`src/rtl/uart_rx_pkg.sv`:
```
// Shared UART receive definitions: FSM state encoding, default frame
// constants and the parity comparison helper.
package uart_rx_pkg;

    // Default frame shape; the transmit side uses the same values.
    localparam int unsigned DEF_DATA_BITS  = 8;
    localparam int unsigned DEF_OVERSAMPLE = 16;

    // Receiver FSM states.
    typedef enum logic [2:0] {
        ST_IDLE   = 3'd0,
        ST_START  = 3'd1,
        ST_DATA   = 3'd2,
        ST_PARITY = 3'd3,
        ST_STOP   = 3'd4
    } rx_state_e;

    // A set result means the received parity bit disagrees with the data.
    function automatic logic parity_mismatch(
        input logic data_xor,
        input logic sample,
        input logic odd
    );
        return data_xor ^ sample ^ odd;
    endfunction

endpackage

```
`src/rtl/uart_rx_sync.sv`:
```
// Two-flop synchronizer for the asynchronous serial line plus a
// falling-edge detector on the synchronized value.
//
// Ports:
//   fast_clock  system clock
//   rst         asynchronous active-low reset (all flops reset to 1 = idle line)
//   rx_in       raw asynchronous serial line
//   rx_s        synchronized line value
//   rx_fall     high while the synchronized line has just gone 1 -> 0
module uart_rx_sync (
    input  logic fast_clock,
    input  logic rst,
    input  logic rx_in,
    output logic rx_s,
    output logic rx_fall
);

    logic rx_meta;
    logic rx_prev;

    // Reset to 1 so that a line already low at reset release looks like an edge
    // only after it has been seen high.
    always_ff @(posedge fast_clock or negedge rst) begin
        if (!rst) begin
            rx_meta <= 1'b1;
            rx_s    <= 1'b1;
            rx_prev <= 1'b1;
        end else begin
            rx_meta <= rx_in;
            rx_s    <= rx_meta;
            rx_prev <= rx_s;
        end
    end

    // Edge is a decode of two flops, so it has no extra latency.
    assign rx_fall = rx_prev & ~rx_s;

endmodule

```
`src/rtl/uart_rx.sv`:
```
// UART receiver. Recovers asynchronous frames (start, DATA_BITS data bits
// LSB first, optional parity, one stop bit) from rx_in. All timing advances on
// tick, which pulses OVERSAMPLE times per bit. OVERSAMPLE must be even and >= 4.
//
// Ports:
//   fast_clock  system clock
//   rst         asynchronous active-low reset
//   tick        oversample enable, one fast_clock cycle wide
//   rx_in       asynchronous serial line, idle high
//   rx_data     last received word, held until the next rx_valid
//   rx_valid    one-cycle pulse when a frame completes
//   frame_err   pulse with rx_valid when the stop bit sampled 0
//   parity_err  pulse with rx_valid when the parity check failed
//   busy        high whenever the receiver is not idle
module uart_rx
    import uart_rx_pkg::*;
#(
    parameter int unsigned DATA_BITS  = DEF_DATA_BITS,
    parameter int unsigned OVERSAMPLE = DEF_OVERSAMPLE,
    parameter bit          PARITY_EN  = 1'b0,
    parameter bit          PARITY_ODD = 1'b0
) (
    input  logic                 fast_clock,
    input  logic                 rst,
    input  logic                 tick,
    input  logic                 rx_in,
    output logic [DATA_BITS-1:0] rx_data,
    output logic                 rx_valid,
    output logic                 frame_err,
    output logic                 parity_err,
    output logic                 busy
);

    localparam int unsigned CNT_W = $clog2(OVERSAMPLE);
    localparam int unsigned BIT_W = (DATA_BITS > 1) ? $clog2(DATA_BITS) : 1;

    localparam logic [CNT_W-1:0] MID_CNT  = CNT_W'(OVERSAMPLE / 2 - 1);
    localparam logic [CNT_W-1:0] END_CNT  = CNT_W'(OVERSAMPLE - 1);
    localparam logic [BIT_W-1:0] LAST_BIT = BIT_W'(DATA_BITS - 1);

    logic                 rx_s;
    logic                 rx_fall;

    rx_state_e            state;
    rx_state_e            state_next;

    logic [CNT_W-1:0]     sample_cnt;
    logic [BIT_W-1:0]     bit_cnt;
    logic [DATA_BITS-1:0] shift_reg;
    logic                 parity_flag;

    logic                 mid_c;
    logic                 end_c;
    logic                 last_bit_c;

    logic                 cnt_clr_c;
    logic                 cnt_inc_c;
    logic                 bit_clr_c;
    logic                 bit_inc_c;
    logic                 shift_c;
    logic                 par_clr_c;
    logic                 par_load_c;
    logic                 deliver_c;

    // Line synchronizer and start-edge detector.
    uart_rx_sync u_sync (
        .fast_clock (fast_clock),
        .rst        (rst),
        .rx_in      (rx_in),
        .rx_s       (rx_s),
        .rx_fall    (rx_fall)
    );

    // Sample points: mid-start uses half a bit; every later bit is sampled a
    // full bit after the previous sample, i.e. also mid-bit.
    assign mid_c      = tick && (sample_cnt == MID_CNT);
    assign end_c      = tick && (sample_cnt == END_CNT);
    assign last_bit_c = (bit_cnt == LAST_BIT);

    // State register.
    always_ff @(posedge fast_clock or negedge rst) begin
        if (!rst) begin
            state <= ST_IDLE;
        end else begin
            state <= state_next;
        end
    end

    // Next-state logic.
    always_comb begin
        state_next = state;
        case (state)
            ST_IDLE: begin
                if (rx_fall) begin
                    state_next = ST_START;
                end
            end
            ST_START: begin
                if (mid_c) begin
                    // A line back high at mid-start was a glitch, not a frame.
                    state_next = rx_s ? ST_IDLE : ST_DATA;
                end
            end
            ST_DATA: begin
                if (end_c && last_bit_c) begin
                    state_next = PARITY_EN ? ST_PARITY : ST_STOP;
                end
            end
            ST_PARITY: begin
                if (end_c) begin
                    state_next = ST_STOP;
                end
            end
            ST_STOP: begin
                // Idle from mid-stop so a back-to-back start edge is not missed.
                if (end_c) begin
                    state_next = ST_IDLE;
                end
            end
            default: begin
                state_next = ST_IDLE;
            end
        endcase
    end

    // Datapath control strobes per state.
    always_comb begin
        cnt_clr_c  = 1'b0;
        cnt_inc_c  = 1'b0;
        bit_clr_c  = 1'b0;
        bit_inc_c  = 1'b0;
        shift_c    = 1'b0;
        par_clr_c  = 1'b0;
        par_load_c = 1'b0;
        deliver_c  = 1'b0;
        case (state)
            ST_IDLE: begin
                if (rx_fall) begin
                    cnt_clr_c = 1'b1;
                    par_clr_c = 1'b1;
                end
            end
            ST_START: begin
                if (mid_c) begin
                    cnt_clr_c = 1'b1;
                    bit_clr_c = 1'b1;
                end else begin
                    cnt_inc_c = tick;
                end
            end
            ST_DATA: begin
                if (end_c) begin
                    shift_c   = 1'b1;
                    cnt_clr_c = 1'b1;
                    bit_inc_c = 1'b1;
                end else begin
                    cnt_inc_c = tick;
                end
            end
            ST_PARITY: begin
                if (end_c) begin
                    par_load_c = 1'b1;
                    cnt_clr_c  = 1'b1;
                end else begin
                    cnt_inc_c = tick;
                end
            end
            ST_STOP: begin
                if (end_c) begin
                    deliver_c = 1'b1;
                end else begin
                    cnt_inc_c = tick;
                end
            end
            default: begin
                cnt_clr_c = 1'b1;
            end
        endcase
    end

    // Counters, shift register and parity flag.
    always_ff @(posedge fast_clock or negedge rst) begin
        if (!rst) begin
            sample_cnt  <= '0;
            bit_cnt     <= '0;
            shift_reg   <= '0;
            parity_flag <= 1'b0;
        end else begin
            if (cnt_clr_c) begin
                sample_cnt <= '0;
            end else if (cnt_inc_c) begin
                sample_cnt <= sample_cnt + CNT_W'(1);
            end

            if (bit_clr_c) begin
                bit_cnt <= '0;
            end else if (bit_inc_c) begin
                bit_cnt <= bit_cnt + BIT_W'(1);
            end

            // LSB arrives first, so shifting right leaves it at bit 0.
            if (shift_c) begin
                shift_reg <= {rx_s, shift_reg[DATA_BITS-1:1]};
            end

            if (par_clr_c) begin
                parity_flag <= 1'b0;
            end else if (par_load_c) begin
                parity_flag <= parity_mismatch(^shift_reg, rx_s, PARITY_ODD);
            end
        end
    end

    // Output registers; pulses last exactly one cycle after the stop sample.
    always_ff @(posedge fast_clock or negedge rst) begin
        if (!rst) begin
            rx_data    <= '0;
            rx_valid   <= 1'b0;
            frame_err  <= 1'b0;
            parity_err <= 1'b0;
            busy       <= 1'b0;
        end else begin
            if (deliver_c) begin
                rx_data <= shift_reg;
            end
            rx_valid   <= deliver_c;
            frame_err  <= deliver_c & ~rx_s;
            parity_err <= deliver_c & parity_flag & PARITY_EN;
            busy       <= (state_next != ST_IDLE);
        end
    end

endmodule

```
`config.mk`:
```
export PLATFORM = sky130hd
export DESIGN_NAME = uart_rx
export DESIGN_NICKNAME = d
export VERILOG_FILES = /design/src/rtl/uart_rx_pkg.sv /design/src/rtl/uart_rx_sync.sv /design/src/rtl/uart_rx.sv
export SDC_FILE = /design/constraint.sdc
export NUM_CORES = 1
export LEC_CHECK = 0
export BUFFER_PORTS_ARGS = -buffer_cell sky130_fd_sc_hd__buf_4
export CORE_ASPECT_RATIO = 1.1
export CORE_MARGIN = 2
export CORE_UTILIZATION = 51
export DETAILED_ROUTE_END_ITERATION = 12
export PLACE_DENSITY = 0.74
export REMOVE_ABC_BUFFERS = 1
export SKIP_LAST_GASP = 1
export SLEW_MARGIN = 10
export SYNTH_ARGS = -nofsm -noshare
export SYNTH_HDL_FRONTEND = slang
export SYNTH_SLANG_ARGS = --single-unit
```
`constraint.sdc`:
```
create_clock -name fast_clock -period 1.7 [get_ports fast_clock]
set_input_delay 0.51 -clock fast_clock [delete_from_list [all_inputs] [get_ports fast_clock]]
set_output_delay 0.51 -clock fast_clock [all_outputs]
set_load 0.01 [all_outputs]
```
## Word level (Yosys, flattened, before mapping)

Index checks and enable logic that the tools add are counted.

| storage, ports and cells | value |
|---|---|
| bits in registers | 32 |
| input bits | 4 |
| word-level logic and storage cells | 53 |

| cells by class | value |
|---|---|
| add/sub/neg operators | 2 |
| eq/ne operators | 7 |
| mux-type cells | 21 |
| bitwise logic cells | 3 |
| reductions and logical operators | 9 |

Operator list:

| operator | number |
|---|---|
| $mux W3 | 7 |
| $pmux W3 S5 | 1 |
| $mux W1 | 8 |
| $mux W4 | 2 |
| $eq A3 B2 Y1 const B | 2 |
| $eq A3 B3 Y1 const B | 2 |
| $add A4 B1 Y4 const B | 1 |
| $eq A4 B3 Y1 const B | 1 |
| $eq A4 B4 Y1 const B | 1 |
| $pmux W1 S4 | 1 |
| $reduce_bool A2 Y1 | 2 |
| $add A3 B1 Y3 const B | 1 |
| $eq A3 B1 Y1 const B | 1 |
| $logic_and A1 B1 Y1 | 3 |
| $logic_not A3 Y1 | 1 |
| $reduce_bool A3 Y1 | 1 |
| $reduce_or A3 Y1 | 1 |
| $and A1 B1 Y1 | 2 |
| $mux W2 | 1 |
| $pmux W1 S2 | 1 |
| $reduce_or A2 Y1 | 1 |
| $not A1 Y1 | 1 |

## Depth between registers and ports, before layout

Gate-level depths: netlist of the first run.

| depth | value |
|---|---|
| word-level depth | 6 |
| gate-level depth with buffers | 6 |

## Cells and area by module

A second synthesis of the first run with hierarchy kept.

| unflattened totals | value |
|---|---|
| cell total of the unflattened synthesis | 118 |
| area, all modules | 1455.1 sq um |

By module, submodules not included:

| module | times used | cells each | area an instance (sq um) |
|---|---|---|---|
| uart_rx | 1 | 114 | 1362.6 |
| uart_rx_sync | 1 | 4 | 92.6 |

## Least setup slack after synthesis of the first run

No wires, ideal clock.

| timing path | value |
|---|---|
| path kind | flip-flop to flip-flop |
| start point | register sample_cnt[0] |
| end point | register shift_reg[0] |
| setup time | 125 ps |
| data arrival time | 1657 ps |
| data required time | 1575 ps |
| slack | -82 ps |
| cell stages (with the launch flop) | 7 |
| clock period less this slack | 1782 ps |
| cell sequence | dfrtp_1 -> ha_1 -> and4_4 -> nand2_2 -> or3_1 -> buf_6 -> mux2_4 |

| on the way | value |
|---|---|
| longest elaborated chain between the ends | 4 |

Ends and longest elaborated chain:

| what | line | text |
|---|---|---|
| from (decl) | uart_rx.sv:47 | `logic [CNT_W-1:0] sample_cnt;` |
| from (signal assigned) | uart_rx.sv:192 | `sample_cnt <= sample_cnt + CNT_W'(1);` |
| $eq A4 B4 Y1 | uart_rx.sv:77 | `assign end_c = tick && (sample_cnt == END_CNT);` |
| $logic_and A1 B1 Y1 | uart_rx.sv:77 |  |
| $mux W1 | uart_rx.sv:152 | `if (end_c) begin` |
| $mux W1 | uart_rx.sv:136 | `case (state)` |
| to (signal assigned) | uart_rx.sv:203 | `shift_reg <= {rx_s, shift_reg[DATA_BITS-1:1]};` |
| to (decl) | uart_rx.sv:49 | `logic [DATA_BITS-1:0] shift_reg;` |

Every way passes these cells.
A chain may end at the register's enable or synchronous reset.

## Worst setup path in the final report of the first run

| timing path | value |
|---|---|
| start point | register sample_cnt[0] |
| end point | register shift_reg[7] |

The elaborated chain is that of the path after synthesis.

==> results of run 1 <==
-- worst max-delay path, cell delays in order, from the launching register on --
cell     delay (ns)
dfrtp_1        0.40
ha_4           0.16
and4_4         0.23
nand2_2        0.06
or3_1          0.33
buf_6          0.16
mux2_4         0.29
-- cell type report --
| cell class | instances | area, sq um |
|---|---|---|
| Clock buffer | 5 | 37.5 |
| Fill cell | 216 | 938 |
| Inverter | 4 | 15.0 |
| Clock inverter | 3 | 42.5 |
| Timing Repair Buffer | 31 | 249 |
| Sequential cell | 32 | 806 |
| Tap cell | 33 | 41.3 |
| Multi-Input combinational cell | 73 | 623 |
-- timing repair --
action	4_1_cts	5_1_grt
buffers inserted	1	0
endpoints found under the setup margin	10	12
gates resized for setup	3	4
pin swaps	1	0
-- cells in the mapped netlist (all sizes together), types with 2 or more instances --
library cell	number	area share
dfrtp	29	0.50
mux2	17	0.15
nor2	6	0.015
nand2	5	0.015
nand3	5	0.017
clkbuf	4	0.010
inv	4	0.010
o21ai	4	0.014
and3	3	0.013
buf	3	0.018
dfstp	3	0.054
ha	3	0.026
mux2i	3	0.021
a21oi	2	0.0069
a22o	2	0.012
a2bb2oi	2	0.012
nand3b	2	0.010
nand4	2	0.0086
nor3	2	0.0069
nor3b	2	0.010
-- cells in the final DEF, fill, tap and decap left out, types with 2 or more instances in the layout --
cell type	netlist	final
buf_4	2	29
dfrtp_1	29	28
mux2_2	10	10
mux2_4	7	7
nor2_1	6	6
nand3_1	5	5
clkbuf_4	0	5
inv_1	4	4
o21ai_0	4	4
nand2_1	4	4
and3_1	3	3
mux2i_1	3	3
dfstp_2	3	3
nor3b_1	2	2
a21oi_1	2	2
a2bb2oi_1	2	2
nand3b_1	2	2
nand4_1	2	2
a22o_1	2	2
ha_1	3	2
-- how the worst max path moves through the flow --
stage / startpoint / endpoint / depth (start not counted)
finish: sample_cnt[0] / shift_reg[7] / 6
global route: sample_cnt[0] / shift_reg[7] / 6
CTS: sample_cnt[1] / shift_reg[0] / 6
detailed placement: tick / shift_reg[1] / 6
global placement: tick / shift_reg[3] / 6
floorplan: sample_cnt[0] / shift_reg[0] / 5
-- where the power goes --
part	internal (uW)	total [uW]	switching (uW)
sequential	847	973	126
clock	306	575	269
combinational	311	541	229
-- metrics by stage --
stage	utilization	cells	worst slack [ns]	instance area [sq um]	total power, uW
4_1_cts	0.655	182	-0.0534	1800	2080
6_report	0.659	181	-0.0521	1810	2090
5_1_grt	0.659	181	-0.120	1810	2220
3_3_place_gp	0.618	173	-0.100	1700	1430
2_1_floorplan	-	109	-0.163	1410	1230
3_5_place_dp	0.618	173	-0.125	1700	1460
-- routing by layer --
metal,global-route usage,share of wire,up-vias
met5,0,0,-
met4,0.0836,0.023,0
met3,0.0725,0.047,8
met2,0.323,0.52,23
met1,0.225,0.41,492
li1,-,-,482
-- kinds of logic after synthesis --
kind of cell             count (synthesis)  share of synthesized area
buffers and inverters                   11                     0.0387
AO/OA/AOI/OAI                           17                     0.0826
flip-flops                              32                      0.553
multiplexers                            20                      0.170
other                                    1                    0.00258
AND/OR/NAND/NOR                         32                      0.127
adder cells (fa/ha/maj)                  3                     0.0258
==> impl_metrics.ini, run 1 <==
[die]
core_sq_mm = 0.00275
dieArea_sq_mm = 0.00330
io_pins = 16
chipWidth_um = 54.9
rows = 20
start_util = 0.529
die_h_um = 60.0

[logic_synthesis]
avgSynthCellArea_sq_um = 12.5
synth_edf_count = 0
ys_ff_latch = 32
synth_area_sq_mm = 0.00146
yosysSeqAreaShare = 0.553
synthCells = 116
synth_ff_type = dfrtp_1
ys_warn_count = 0
yosysUniqueCellTypes = 36
synth_async_sr_flop_share = 1.00

[worst_setup_path]
rr_worst_depth = 6
required_ns = 1.92
path_max_fanout = 8
reg2reg_to = shift_reg[7]
end_kind = register
start_kind = register
rr_startpoint = sample_cnt[0]
crit_type = reg2reg
worst_ep_arrival_time_ns = 1.97
reg2reg_slack_ns = -0.05

[cts]
cts_made_buffers = 5
clk_latency_ns = 0.34
h-tree-depth = 2
clk_pin_slew_ns = 0.11
cts_tree = built
ctsLongestPathBuffers = 2
cts_hold_buffers = 0
clockRootBuffer = clkbuf_4
cts_sinks = 32

[grt]
antenna_found_initial = 0
grt_pass1_vias = 1029
grt_usage = 0.196
grt_start_max_net_pins = 33
grt_pass1_wl_mm = 4.48
gr-total-overflow = 0

[timing]
fin_crit_sh = 1.03
post-route-min-period_ns = 1.75
timing.hold.ws_ns = 0.0793
rsz0062_at_grt = true
setup_viol = 7
fin_ws_ns = -0.0521
hold_viol_final = 0
timing.fmax_mhz = 571
fin_skew_ns = 0.0112
finalSetupTns_ns = -0.318
maxSlewViolCount = 0

[route]
firstDrtPassIters = 4
via_per_inst = 5.55
via_count = 1005
drt_iter0_drc = 24
totalWireLength_mm = 2.77
ant_nets = 0
drc = 0
wl_per_cell_um = 15.3

[pwr]
leakage_uw = 0.000932
power.density_mw_per_mm2 = 1150
vdd_drop_max_uv = 1030

[final_layout]
fin_nets = 154
areaGrowthSynthToFinish_pct = 24.7
drive_gt1_frac = 0.446
antennaDiodeCount = 0

[placed_design]
dp_hpwl_mm = 1.99
placement.io_buffers = 14
gp_congestion = 0.922

[worst_hold_path]
hold_path.class = in2async

[status]
status = complete, but fails checks
violations = negative setup slack

[job]
drv_cap = 0
No activity file was read; power rests on OpenSTA's default activity.
==> run 2: changes to the inputs <==
--- a/config.mk
+++ b/config.mk
@@ -8,3 +8,2 @@
 export BUFFER_PORTS_ARGS = -buffer_cell sky130_fd_sc_hd__buf_4
-export CORE_ASPECT_RATIO = 1.1
 export CORE_MARGIN = 2
--- a/constraint.sdc
+++ b/constraint.sdc
@@ -3,2 +3,2 @@
 set_output_delay 0.51 -clock fast_clock [all_outputs]
-set_load 0.01 [all_outputs]
+set_load 0.1 [all_outputs]
==> run 2 against run 1 <==
  * Clock-buffer cell count up 1
  * Critical path type unchanged
  * Sequential power rose by 0.7%
  * Maximum frequency up 1.6%
  * Via count fell by 1.7%
  * The run still ends with negative setup slack left
  * First-iteration DRC count rose by 50%
  * Flip-flop and latch count did not move
  * Combinational power is 6.5% higher
  * Final area shrank 1.3%
==> impl_metrics.ini, run 2 (same netlist as run 1, synthesis figures left out) <==
[route]
wl_per_cell_um = 15.2
drc = 0
drt_iter0_drc = 36
ant_nets = 0
firstDrtPassIters = 4
via_per_inst = 5.65
via_count = 988
totalWireLength_mm = 2.66

[cts]
ctsLongestPathBuffers = 2
cts_sinks = 32
h-tree-depth = 2
cts_tree = built
clk_latency_ns = 0.33
clk_pin_slew_ns = 0.10
cts_made_buffers = 5
cts_hold_buffers = 0
clockRootBuffer = clkbuf_4

[timing]
post-route-min-period_ns = 1.73
finalSetupTns_ns = -0.122
setup_viol = 7
fin_ws_ns = -0.0252
fin_crit_sh = 1.01
maxSlewViolCount = 0
timing.fmax_mhz = 580
fin_skew_ns = 0.00776
rsz0062_at_grt = true
hold_viol_final = 0

[final_layout]
drive_gt1_frac = 0.444
most-common-layout-cells = 28 x dfrtp_1, 26 x buf_4, 10 x mux2_2, 7 x mux2_4, 6 x nor2_1
fin_nets = 150
final_common_cell = dfrtp_1
areaGrowthSynthToFinish_pct = 23.0
fill_cells = 202
antennaDiodeCount = 0

[pwr]
vdd_drop_max_uv = 1010
power.density_mw_per_mm2 = 1180
leakage_uw = 0.000918

[placed_design]
gp_congestion = 0.782
dp_slack_ns = -0.102
dp_hpwl_mm = 1.85
placement.io_buffers = 14

[worst_setup_path]
crit_type = reg2reg
worst_ep_arrival_time_ns = 1.95
cp_slowest_stage_delay_ns = 0.43
slowest_stage = or3_4
required_ns = 1.93
path_max_fanout = 8
end_kind = register
crit_chain = ha_4, and4_4, nand2_2, or3_4, mux2_4
start_kind = register

[job]
drv_cap = 0

[worst_hold_path]
hold_path.class = in2async

[grt]
grt_start_max_net_pins = 33
grt_usage = 0.182
gr-total-overflow = 0
grt_pass1_wl_mm = 4.39
grt_pass1_vias = 924
antenna_found_initial = 0

[status]
violations = negative setup slack
status = complete, but fails checks

[die]
chipWidth_um = 57.4
dieArea_sq_mm = 0.00330
rows = 19
start_util = 0.532
io_pins = 16
core_sq_mm = 0.00273
die_h_um = 57.4
-- run 2: worst max-delay path, delay by kind of cell (launching register included) --
kind | cells | cell delay, ns
DFF | 1 | 0.41
and+or+nand+nor | 3 | 0.71
muxes | 1 | 0.33
adders and majority gates | 1 | 0.16
-- run 2: path summary, 6_finish.rpt --
| kind | startpoint | end | slack (ns) | depth (start not counted) |
|---|---|---|---|---|
| max in group asynchronous | rst | u_sync.rx_meta | 1.30 | 1 |
| worst min-delay path | rst | state[0] | 0.09 | 1 |
| worst max register to register | sample_cnt[1] | shift_reg[2] | -0.03 | 5 |
| worst min register to register | u_sync.rx_meta | u_sync.rx_s | 0.36 | 0 |
| worst max-delay path | sample_cnt[1] | shift_reg[2] | -0.03 | 5 |
| min in group fast_clock | rx_in | u_sync.rx_meta | 0.28 | 1 |
-- run 2: cell type report --
cell class	instances	area (sq um)	share of cell area
clock inverter	2	35.0	0.0196
tap	31	38.8	0.0217
inverter	4	15.0	0.00839
timing repair buffer	27	215	0.120
sequential	32	806	0.450
clock buffer	6	41.3	0.0231
multi-input combinational	73	639	0.357
-- run 2: stage by stage --
step | area [sq um] | std cells | power, uW | util | hold slack (ns)
floorplan | 1410 | 109 | 1280 | - | 0.214
global placement | 1670 | 167 | 1460 | 0.610 | 0.350
detailed placement | 1670 | 167 | 1490 | 0.610 | 0.349
CTS | 1760 | 175 | 2070 | 0.642 | 0.0964
global route | 1790 | 175 | 2250 | 0.655 | 0.102
finish | 1790 | 175 | 2120 | 0.655 | 0.0903
-- run 2: timing repair --
action,in CTS,in global routing
buffers inserted,0,1
resized for setup,3,8
endpoints found under the hold margin,0,0
pin swaps,1,1
gates cloned,0,0
endpoints found under the setup margin,9,18
-- run 2: layer usage --
layer	global-route usage	part of all wire	up-vias	wire length (um)
met5	0	0	-	0
met4	0.0797	0.017	0	44
met3	0.0703	0.056	5	148
met2	0.268	0.47	23	1260
met1	0.241	0.45	488	1210
li1	-	-	472	-
-- run 2: power by group --
part / switching, uW / leakage (uW) / internal (uW)
combinational: 283 / 0.000458 / 293
clock: 257 / 0.0000422 / 308
sequential: 133 / 0.000418 / 846
total: 673 / 0.000918 / 1450
